$ cat config.mk
export PLATFORM = sky130hd
export DESIGN_NAME = mips_mem_arbiter
export DESIGN_NICKNAME = d
export VERILOG_FILES = /design/src/rtl/mips_mem_arbiter.sv
export SDC_FILE = /design/constraint.sdc
export NUM_CORES = 1
export LEC_CHECK = 0
export ABC_CLOCK_PERIOD_IN_PS = 1800
export CORE_ASPECT_RATIO = 1.1
export CORE_MARGIN = 3
export CORE_UTILIZATION = 37
export DETAILED_ROUTE_END_ITERATION = 10
export GPL_ROUTABILITY_DRIVEN = 1
export PLACE_DENSITY = 0.82
export SYNTH_ARGS = -nofsm -noshare
export SYNTH_HDL_FRONTEND = slang
export SYNTH_SLANG_ARGS = --single-unit
$ cat constraint.sdc
create_clock -name clk -period 1.8 [get_ports clk]
set_input_delay 0.27 -clock clk [delete_from_list [all_inputs] [get_ports clk]]
set_output_delay 0.27 -clock clk [all_outputs]
set_load 0.1 [all_outputs]
$ cat src/rtl/mips_mem_arbiter.sv
// Shared memory-port arbiter for the mips_cpu core.
// Instruction fetch and data access compete for one Avalon-style memory port.
// Data wins contention. A starvation counter still lets instruction fetch through
// after STARVE_MAX back-to-back data grants.
//
// state | meaning
// ------+------------------------------------------------------------
// IDLE  | no transfer owned; arbitrate between pending requests
// BUS_I | instruction fetch on the memory port, held while waitrequest
// BUS_D | data read/write on the memory port, held while waitrequest
// RESP  | one-cycle valid pulse to the requester that just completed
module mips_mem_arbiter #(
    parameter int STARVE_MAX = 2,
    parameter int ADDR_W     = 32
) (
    input  logic              clk,
    input  logic              reset,
    input  logic              clk_enable,

    input  logic              i_req,
    input  logic [ADDR_W-1:0] i_addr,
    output logic [31:0]       i_rdata,
    output logic              i_valid,
    output logic              i_stall,

    input  logic              d_read,
    input  logic              d_write,
    input  logic [ADDR_W-1:0] d_addr,
    input  logic [31:0]       d_wdata,
    input  logic [3:0]        d_byteenable,
    output logic [31:0]       d_rdata,
    output logic              d_valid,
    output logic              d_stall,

    output logic              m_read,
    output logic              m_write,
    output logic [ADDR_W-1:0] m_addr,
    output logic [31:0]       m_wdata,
    output logic [3:0]        m_byteenable,
    input  logic [31:0]       m_rdata,
    input  logic              m_waitrequest,

    output logic              err
);

    // The counter never exceeds STARVE_MAX. The +2 keeps the width at least 1 bit
    // when STARVE_MAX is 0.
    localparam int CNT_W = $clog2(STARVE_MAX + 2);
    localparam logic [CNT_W-1:0] STARVE_LIM = CNT_W'(STARVE_MAX);

    typedef enum logic [1:0] {
        IDLE  = 2'd0,
        BUS_I = 2'd1,
        BUS_D = 2'd2,
        RESP  = 2'd3
    } state_t;

    state_t            state_q;
    logic [CNT_W-1:0]  starve_q;
    logic [CNT_W-1:0]  starve_d;

    logic              m_read_q;
    logic              m_write_q;
    logic [ADDR_W-1:0] m_addr_q;
    logic [31:0]       m_wdata_q;
    logic [3:0]        m_byteenable_q;
    logic              i_valid_q;
    logic              d_valid_q;
    logic [31:0]       i_rdata_q;
    logic [31:0]       d_rdata_q;
    logic              err_q;

    logic              d_pend;
    logic              starve_hit;
    logic              grant_i;
    logic              grant_d;

    // Arbitration decision, only acted upon in IDLE.
    always_comb begin
        d_pend     = d_read | d_write;
        starve_hit = (starve_q >= STARVE_LIM);
        grant_i    = i_req & (~d_pend | starve_hit);
        grant_d    = d_pend & ~grant_i;
    end

    // Starvation counter update: a data grant that makes a waiting fetch wait
    // again counts up. A fetch grant, or no fetch waiting, clears the counter.
    always_comb begin
        starve_d = starve_q;
        if (grant_i || !i_req) begin
            starve_d = '0;
        end else if (grant_d) begin
            starve_d = starve_q + CNT_W'(1);
        end
    end

    // Arbiter FSM with registered memory strobes, valids and read data.
    always_ff @(posedge clk or negedge reset) begin
        if (!reset) begin
            state_q        <= IDLE;
            starve_q       <= '0;
            m_read_q       <= 1'b0;
            m_write_q      <= 1'b0;
            m_addr_q       <= '0;
            m_wdata_q      <= '0;
            m_byteenable_q <= '0;
            i_valid_q      <= 1'b0;
            d_valid_q      <= 1'b0;
            i_rdata_q      <= '0;
            d_rdata_q      <= '0;
            err_q          <= 1'b0;
        end else if (clk_enable) begin
            case (state_q)
                IDLE: begin
                    i_valid_q <= 1'b0;
                    d_valid_q <= 1'b0;
                    starve_q  <= starve_d;
                    if (d_read && d_write) begin
                        err_q <= 1'b1;
                    end
                    if (grant_i) begin
                        state_q        <= BUS_I;
                        m_read_q       <= 1'b1;
                        m_write_q      <= 1'b0;
                        m_addr_q       <= i_addr;
                        m_wdata_q      <= '0;
                        m_byteenable_q <= 4'b1111;
                    end else if (grant_d) begin
                        // A simultaneous read+write is issued as a write.
                        state_q        <= BUS_D;
                        m_read_q       <= d_read & ~d_write;
                        m_write_q      <= d_write;
                        m_addr_q       <= d_addr;
                        m_wdata_q      <= d_wdata;
                        m_byteenable_q <= d_byteenable;
                    end
                end
                BUS_I: begin
                    if (!m_waitrequest) begin
                        i_rdata_q <= m_rdata;
                        m_read_q  <= 1'b0;
                        i_valid_q <= 1'b1;
                        state_q   <= RESP;
                    end
                end
                BUS_D: begin
                    if (!m_waitrequest) begin
                        if (!m_write_q) begin
                            d_rdata_q <= m_rdata;
                        end
                        m_read_q  <= 1'b0;
                        m_write_q <= 1'b0;
                        d_valid_q <= 1'b1;
                        state_q   <= RESP;
                    end
                end
                RESP: begin
                    i_valid_q <= 1'b0;
                    d_valid_q <= 1'b0;
                    state_q   <= IDLE;
                end
                default: begin
                    state_q <= IDLE;
                end
            endcase
        end
    end

    // Stall is a raw request-pending indication and is released in the valid cycle.
    assign i_stall      = i_req & ~i_valid_q;
    assign d_stall      = d_pend & ~d_valid_q;

    assign m_read       = m_read_q;
    assign m_write      = m_write_q;
    assign m_addr       = m_addr_q;
    assign m_wdata      = m_wdata_q;
    assign m_byteenable = m_byteenable_q;
    assign i_valid      = i_valid_q;
    assign d_valid      = d_valid_q;
    assign i_rdata      = i_rdata_q;
    assign d_rdata      = d_rdata_q;
    assign err          = err_q;

endmodule

==> summary.md, run 1 <==
| Metric | Value |
|---|---|
| Antenna cells | `0` |
| F_max | `0.574 GHz` |
| Routed via count | `4506` |
| Average cell area after synthesis | `13.6 um2` |
| Adder-cell share of the synthesized area | `0.879%` |
| Vias/cell | `4.88` |
| Initial drt markers | `~170` |
| Worst Setup EP | `m_write$_DFFE_PN0P_` |
| RePlAce Congestion | `just over 0.8` |
| I/O pin count | `278` |
| Max_cap viols | `0` |
| WL per Instance | `between 15 and 20 um` |
| CP arrival | `2030 ps` |
| Num rows | `46` |
| Crit end category | `flop` |
| Top cell type's share of synthesized area | `62.0%` |
| Global-route wire length before repair | `24700 um` |
| Seq cells post-synth | `141` |
| Top FF cell, synth | `dfrtp_1` |
| Synth area leader | `dfrtp_1` |
| Core ar. | `roughly 15000 um2` |
| Synth Area in XOR/XNOR | `0%` |
| Drt total wl | `approximately 15000 um` |
| Layout Nets | `861` |
| Worst R2R End | `m_write$_DFFE_PN0P_` |
| Crit path from | `state_q[0]$_DFFE_PN0P_` |
| HPWL Detailed | `between 10000 and 15000 um` |
| Syn_nets | `561` |
| GRT Residual Overflow | `0` |
| Final setup violating endpoints | `0` |
| Initial antenna violation count | `1` |
| Initial DRT Pass Iterations | `4` |
| Post-synthesis mux area share | `18.7%` |
| Compound-Gate Fraction of Synth Area | `a little over a tenth` |
| Total CTS buffers | `17` |
| Longest Clk Path Bufs | `2` |
| Clock slew at reported path FFs | `60 ps` |
| Reg-to-reg startpoint | `state_q[0]$_DFFE_PN0P_` |
| Die height | `136 um` |
| Async SR Flop Fraction | `100%` |
| Initial core utilization | `38.6%` |
| Cell count of the worst reg-to-reg path | `5` |
| DP Worst Slack | `-221 ps` |
| Status | `finished clean` |
| Fin. max-slew vios | `0` |
| Largest family of logic cells by synthesized area | `multiplexers` |
| Multi-input logic area | `about 2000 um2` |
| Required time of the critical path | `2090 ps` |
| RSZ-0062 raised after global routing | `no` |
| Yosys cell types | `34` |
| Mapped Area | `5690 um2` |
| Clock skew | `9.85 ps` |
| CTS tree | `done` |
| Die area | `16900 um2` |
| Post-layout min period | `roughly 1700 ps` |
| Slew HR | `67.5%` |
| Crit Path Class | `reg -> reg` |
| FF-to-FF setup slack | `60 ps` |
| Mapped Cells | `approximately 420` |
| Area contributors post-synth | `dfrtp_1 (62%), mux2_1 (12%), mux2i_1 (5.8%), a22o_1 (4.9%), a21oi_1 (3.1%)` |
| Clock Latency Late Sink | `410 ps` |
| Reg area | `3530 um2` |
| PortBufs | `277` |
| Hold Path Class | `in -> reg` |
| Synth warn | `0` |
| Fraction of layout cells with a size suffix above 1 | `around 29%` |
| DRC | `0` |
| Tightest Pin Transition | `484 ps` |
| Die span in x | `124 um` |
| Clock sinks | `141` |
| # placed instances | `~900` |
| Number of H-tree levels | `4` |
| Synth Area in Simple Gates | `approximately 4.6%` |
| Crit Path Max Fanout | `3` |
| Fill cells | `1124` |
| Clk Tree Root Cell | `clkbuf_16` |
| Final worst slack | `58.9 ps` |
| Post-synth EDFFs | `0` |
| Worst setup SP type | `flop` |
| Period utilization | `96.7%` |
| Final hold vios | `0` |
| Finished Layout Cells | `923` |
| Largest net degree at the start of global routing | `55` |
| Synth-to-Final Area Change | `62.7%` |
| Sequential-to-total area share from yosys stat | `62.0%` |
| Post-route ant nets | `0` |
| Tot GR Track Use | `18.3%` |
| Number of global-route vias before repair | `a little under 5000` |
[cells in the final DEF (no fill, tap or decap), types with 2 or more instances in the layout]
cell	instances
ha_1	3
buf_4	149
a22o_1	32
mux2_2	3
nor2_1	35
buf_12	17
dfrtp_1	141
clkdlybuf4s50_1	136
mux2i_1	33
nor2_4	4
nand2_1	11
o21ai_1	2
a21o_1	2
clkbuf_16	17
o21ai_0	3
bufinv_16	3
inv_1	5
clkbuf_1	3
o22a_1	4
clkinv_4	3
nand2_2	2
inv_6	2
nor3_1	2
mux2_1	62
a21oi_1	35
clkinvlp_4	3
[metal layers]
layer  vias up  GRT usage, %  part of all wire [%]
met3        24          5.70                   7.1
met4         2          7.00                   1.8
met1      2186          21.3                    40
li1       2105             -                     -
met2       189          31.8                    51
met5         -             0                 0.085
[logic make-up after synthesis]
| logic type | after synthesis |
|---|---|
| muxes | 98 |
| adders and majority gates | 4 |
| buffers and inverters | 30 |
| DFF | 141 |
| and+or+nand+nor | 59 |
| AOI/OAI and AO/OA | 86 |
[metrics by stage]
step,setup TNS [ps],hold WS [ps],instance area [um2],utilization [%]
after CTS,0,345,9240,62.7
after global routing,0,285,9260,62.9
final,0,255,9260,62.9
after global placement,-3130,221,8630,58.6
after detailed placement,-7360,231,8630,58.6
after floorplan,0,-25.6,5710,-
[state kept, by name (all words and copies together), names as in the netlist]
| name | count |
|---|---|
| d_rdata | 32 |
| i_rdata | 32 |
| m_addr | 32 |
| m_wdata | 32 |
| m_byteenable | 4 |
| starve_q | 2 |
| state_q | 2 |
| d_valid | 1 |
| err | 1 |
| i_valid | 1 |
| m_read | 1 |
| m_write | 1 |
[worst max-delay path, cell delays in order (launching register included)]
cell and delay (ps):
dfrtp_1 400, inv_1 90, ha_2 180, or4b_4 490, o2111ai_2 110, mux2_2 350
[repair_timing]
action / 4_1_cts / 5_1_grt
hold endpoints to repair: 40 / 0
setup buffers: 0 / 0
gates resized for setup: 0 / 6
hold buffers: 1 / 0
setup endpoints to repair: 0 / 3
[final cells by class]
class | instances | area share, %
inverter | 6 | 0.243
multi-input combinational | 247 | 21.8
sequential | 141 | 38.1
clock inverter | 12 | 1.74
timing repair buffer | 305 | 30.8
tap | 192 | 2.59
clock buffer | 20 | 4.71
[worst min path at each step]
stage / slack [ps] / start / endpoint / depth (start not counted)
after floorplan: -30 / reset / d_rdata[0]$_DFFE_PN0P_ / 0
after global placement: 220 / reset / m_wdata[9]$_DFFE_PN0P_ / 1
after detailed placement: 230 / reset / m_wdata[9]$_DFFE_PN0P_ / 1
after CTS: 340 / reset / m_wdata[9]$_DFFE_PN0P_ / 2
after global routing: 290 / i_req / starve_q[0]$_DFFE_PN0P_ / 3
final: 250 / i_req / starve_q[0]$_DFFE_PN0P_ / 3
[Yosys cell counts (all sizes together) (2+ instances only)]
cell type / instances
dfrtp: 141
clkbuf: 6
a21oi: 36
mux2: 65
nor3: 2
nand3: 2
buf: 18
nand2: 13
inv: 6
ha: 4
o21ai: 5
a22o: 32
mux2i: 33
o22a: 4
a21o: 2
nor2: 40
Power of run 1 is left out: the tool's default activity adds up to more than one toggle a clock period on the data nets, which glitch-free logic cannot reach.
==> run 2, diff against run 1 <==
--- a/config.mk
+++ b/config.mk
@@ -11,7 +11,8 @@
 export CORE_UTILIZATION = 37
 export DETAILED_ROUTE_END_ITERATION = 10
 export GPL_ROUTABILITY_DRIVEN = 1
-export PLACE_DENSITY = 0.82
+export PLACE_DENSITY = 0.77
+export REMOVE_ABC_BUFFERS = 1
 export SYNTH_ARGS = -nofsm -noshare
 export SYNTH_HDL_FRONTEND = slang
 export SYNTH_SLANG_ARGS = --single-unit
==> run 2 against run 1 <==
Non-clock buffer count rose by 3. Hold slack improved by 150 ps. Sequential share of layout area down 0.57 points. Routed wire length rose by 5.3%. Clock skew decreased by 1.7 ps.
==> summary.md, run 2 (synthesis gave the netlist of run 1 again) <==
| Metric | Value |
|---|---|
| Tot GR Track Use | `18.8%` |
| Global-route wire length before repair | `about 25000 um` |
| Initial DRT Pass Iterations | `4` |
| Commonest cells after routing, fill and taps aside | `buf_4 (142), dfrtp_1 (141), clkdlybuf4s50_1 (137), mux2_1 (62), nor2_1 (37)` |
| Slew HR | `about 73%` |
| Crit Path Class | `reg -> reg` |
| Max_cap viols | `0` |
| Worst R2R End | `m_write$_DFFE_PN0P_` |
| Synth-to-Final Area Change | `65.2%` |
| Clock sinks | `141` |
| Final hold vios | `0` |
| Longest Clk Path Bufs | `2` |
| Worst Setup EP | `m_write$_DFFE_PN0P_` |
| WL per Instance | `17.5 um` |
| DRC | `0` |
| I/O pin count | `278` |
| HPWL Detailed | `roughly 12000 um` |
| Worst setup SP type | `flop` |
| Required time of the critical path | `2090 ps` |
| Reg-to-reg startpoint | `state_q[0]$_DFFE_PN0P_` |
| Drt total wl | `16200 um` |
| Cell count of the worst reg-to-reg path | `5` |
| Crit end category | `flop` |
| Clock slew at reported path FFs | `60 ps` |
| Fin. max-slew vios | `0` |
| Number of H-tree levels | `4` |
| Period utilization | `96.4%` |
| Num rows | `46` |
| RePlAce Congestion | `0.793` |
| CP arrival | `2030 ps` |
| Initial drt markers | `146` |
| Layout Nets | `864` |
| RSZ-0062 raised after global routing | `no` |
| Clock Latency Late Sink | `slightly above 400 ps` |
| Final setup TNS | `0 ps` |
| Core ar. | `14700 um2` |
| Routed via count | `~4600` |
| Post-route ant nets | `0` |
| Total CTS buffers | `17` |
| Vias/cell | `4.94` |
| Number of global-route vias before repair | `4875` |
| Die area | `~17000 um2` |
| Worst hold slack | `404 ps` |
| Commonest non-fill, non-tap cell in the layout | `buf_4` |
| DP Worst Slack | `-178 ps` |
| Largest net degree at the start of global routing | `77` |
| DP Area | `slightly below 9000 um2` |
| Crit Path Max Fanout | `3` |
| F_max | `0.576 GHz` |
| Fraction of layout cells with a size suffix above 1 | `slightly below 30%` |
| FF-to-FF setup slack | `60 ps` |
| CTS tree | `done` |
| Hold Path Class | `in -> async` |
| Initial antenna violation count | `0` |
| Antenna cells | `0` |
| Die span in x | `~120 um` |
| Clk Tree Root Cell | `clkbuf_16` |
| GRT Residual Overflow | `0` |
| Clock skew | `8.14 ps` |
| Status | `finished clean` |
| Final worst slack | `64.3 ps` |
| Crit path from | `state_q[0]$_DFFE_PN0P_` |
| Initial core utilization | `a little under 40%` |
| Post-layout min period | `1740 ps` |
| Final setup violating endpoints | `0` |
| Die height | `around 140 um` |
| PortBufs | `277` |
| Finished layout cell area | `9410 um2` |
| Tightest Pin Transition | `between 400 and 500 ps` |
[run 2: through the flow]
| step | utilization (%) | std cells |
|---|---|---|
| after CTS | 63.0 | 919 |
| after global placement | 58.9 | 886 |
| final | 63.8 | 926 |
| after global routing | 63.8 | 926 |
| after detailed placement | 58.9 | 886 |
| after floorplan | - | 394 |
[run 2: repair_timing]
| action | CTS | global route |
|---|---|---|
| setup buffers | 0 | 5 |
| hold buffers | 1 | 0 |
| setup endpoints to repair | 0 | 55 |
| gates resized for setup | 0 | 4 |
| hold endpoints to repair | 141 | 0 |
[run 2: worst min-delay path by stage]
stage / start / end
floorplan: reset / d_rdata[0]$_DFFE_PN0P_
global placement: reset / m_wdata[2]$_DFFE_PN0P_
detailed placement: reset / m_addr[23]$_DFFE_PN0P_
CTS: reset / m_addr[23]$_DFFE_PN0P_
global route: d_wdata[27] / m_wdata[27]$_DFFE_PN0P_
finish: reset / m_wdata[1]$_DFFE_PN0P_
[run 2: final cells by class]
type / instances / area (um2)
clock buffers: 20 / 467
clock inverters: 12 / 135
fillers: 1115 / 5330
inverters: 6 / 22.5
multi-input cells: 247 / 2000
flip-flops and latches: 141 / 3530
well taps: 192 / 240
repair buffers: 308 / 3010
[run 2: worst max-delay path: stages (launching register included)]
cell and delay (ps):
dfrtp_1 390, inv_1 90, ha_2 200, or4b_4 480, o2111ai_2 100, mux2_2 350
[run 2: layer usage]
metal	track usage, %	part of all wire [%]	vias to the layer above
li1	-	-	2120
met1	20.9	38	2222
met2	32.6	51	212
met3	7.43	8.6	23
met4	7.25	1.9	0
met5	0	0	-
Power of run 2 is left out for the same reason.
==> run 3, diff against run 2 <==
--- a/config.mk
+++ b/config.mk
@@ -8,11 +8,12 @@
 export ABC_CLOCK_PERIOD_IN_PS = 1800
 export CORE_ASPECT_RATIO = 1.1
 export CORE_MARGIN = 3
-export CORE_UTILIZATION = 37
+export CORE_UTILIZATION = 32
 export DETAILED_ROUTE_END_ITERATION = 10
 export GPL_ROUTABILITY_DRIVEN = 1
-export PLACE_DENSITY = 0.77
+export PLACE_DENSITY = 0.68
 export REMOVE_ABC_BUFFERS = 1
+export SKIP_CTS_REPAIR_TIMING = 1
 export SYNTH_ARGS = -nofsm -noshare
 export SYNTH_HDL_FRONTEND = slang
 export SYNTH_SLANG_ARGS = --single-unit
==> run 3 against run 2 <==
Count of clock-buffer cells in the layout down 3. Hold slack got worse by 47 ps. Register-to-register slack improved by 40 ps. Cell count grew 4.0%. Worst setup slack better by 13 ps. Routed wire length increased by 0.44%. Clock skew grew 2.1 ps. Flip-flop and latch count unchanged. Via count is 1.6% lower. Critical path depth unchanged. Critical path type is now in -> out.
==> summary.md, run 3 (synthesis gave the netlist of run 1 again) <==
| Metric | Value |
|---|---|
| Max_cap viols | `0` |
| GRT Residual Overflow | `0` |
| Post-route ant nets | `0` |
| Longest Clk Path Bufs | `2` |
| Number of H-tree levels | `4` |
| Die area | `19400 um2` |
| Global-route wire length before repair | `25800 um` |
| Commonest non-fill, non-tap cell in the layout | `dfrtp_1` |
| Clk Tree Root Cell | `clkbuf_16` |
| Initial DRT Pass Iterations | `4` |
| Tightest Pin Transition | `between 500 and 600 ps` |
| Antenna cells | `0` |
| RePlAce Congestion | `0.755` |
| Die height | `roughly 150 um` |
| Status | `finished clean` |
| Final worst slack | `76.9 ps` |
| Total CTS buffers | `17` |
| Final setup violating endpoints | `0` |
| HPWL Detailed | `12400 um` |
| Crit path from | `d_read` |
| Worst path max stage delay | `570 ps` |
| Reg-to-reg startpoint | `state_q[0]$_DFFE_PN0P_` |
| Routed via count | `around 4500` |
| Worst setup SP type | `input port` |
| Fin. max-slew vios | `0` |
| Drt total wl | `16300 um` |
| Fraction of layout cells with a size suffix above 1 | `approximately 29%` |
| Die span in x | `133 um` |
| F_max | `0.580 GHz` |
| Initial antenna violation count | `0` |
| RSZ-0062 raised after global routing | `no` |
| Slew HR | `64.5%` |
| Initial core utilization | `33.0%` |
| CTS tree | `done` |
| Clock skew | `10.3 ps` |
| Synth-to-Final Area Change | `64.7%` |
| Num rows | `50` |
| Crit Path Max Fanout | `4` |
| Tot GR Track Use | `between 10% and 20%` |
| Cell count of the worst reg-to-reg path | `5` |
| DRC | `0` |
| PortBufs | `~280` |
| Final hold vios | `0` |
| Hold Path Class | `in -> async` |
| Clock Latency Late Sink | `roughly 420 ps` |
| DP Worst Slack | `-172 ps` |
| I/O pin count | `278` |
| Period utilization | `95.7%` |
| Required time of the critical path | `~1500 ps` |
| Number of global-route vias before repair | `4820` |
| WL per Instance | `16.9 um` |
| Core ar. | `17300 um2` |
| Vias/cell | `4.68` |
| Clock slew at reported path FFs | `70 ps` |
| Critical path, cell by cell | `clkdlybuf4s50_1 -> nor2_2 -> buf_4 -> nor2_1 -> buf_12` |
| Layout Nets | `859` |
| Largest net degree at the start of global routing | `69` |
| Crit Path Class | `in -> out` |
| Clock sinks | `141` |
| Worst R2R End | `m_write$_DFFE_PN0P_` |
| Commonest cells after routing, fill and taps aside | `dfrtp_1 (141), buf_4 (139), clkdlybuf4s50_1 (137), mux2_1 (62), nor2_1 (37)` |
| FF-to-FF setup slack | `100 ps` |
| Initial drt markers | `between 100 and 150` |
| CP arrival | `1450 ps` |
| Crit end category | `output port` |
| CP max-delay cell | `clkdlybuf4s50_1` |
| Post-layout min period | `between 1500 and 2000 ps` |
| Worst Setup EP | `d_stall` |
run 3: cell types whose count changed in the layout (fill, tap and decap cells not counted), moves of 2 or more:
cell        delta
clkbuf_8       -3
inv_6          +4
buf_4          -3
clkinvlp_4     -3
inv_8          +3
clkinv_8       +2
inv_2          +2
clkbuf_16      -2
inv_1          -2
run 3: final cells by class:
class / instances / area, um2
multi-input combinational: 247 / 2000
clock inverter: 15 / 170
timing repair buffer: 303 / 2940
fill: 1455 / 7890
sequential: 141 / 3530
inverter: 6 / 22.5
tap: 234 / 293
clock buffer: 17 / 425
run 3: worst min path at each step:
| stage | startpoint | end | slack, ps | cells past startpoint |
|---|---|---|---|---|
| after global routing | reset | d_rdata[12]$_DFFE_PN0P_ | 400 | 2 |
| final | reset | d_rdata[4]$_DFFE_PN0P_ | 360 | 2 |
| after floorplan | reset | d_rdata[0]$_DFFE_PN0P_ | -30 | 0 |
| after detailed placement | reset | d_rdata[4]$_DFFE_PN0P_ | 250 | 1 |
| after CTS | reset | d_rdata[1]$_DFFE_PN0P_ | -210 | 1 |
| after global placement | reset | d_rdata[12]$_DFFE_PN0P_ | 230 | 1 |
run 3: worst max-delay path, delay by kind of cell:
| family | cells | cell delay [ps] |
|---|---|---|
| buffers and inverters | 3 | 920 |
| and+or+nand+nor | 2 | 250 |
run 3: through the flow:
step | area [um2] | hold slack (ps) | cells | TNS [ps] | utilization, %
2_1_floorplan | 5530 | -25.6 | 394 | -62750 | -
3_3_place_gp | 8760 | 233 | 930 | -15740 | 50.7
3_5_place_dp | 8760 | 247 | 930 | -18680 | 50.7
4_1_cts | 9350 | -214 | 962 | 0 | 54.2
5_1_grt | 9380 | 397 | 963 | 0 | 54.3
6_report | 9380 | 357 | 963 | 0 | 54.3
run 3: routing by layer:
metal,vias up,part of all wire [%],GRT usage (%)
li1,2106,-,-
met1,2180,40,19.8
met2,197,51,28.6
met3,20,7.6,5.29
met4,0,1.7,6.12
met5,-,0,0
Power of run 3 is left out for the same reason.
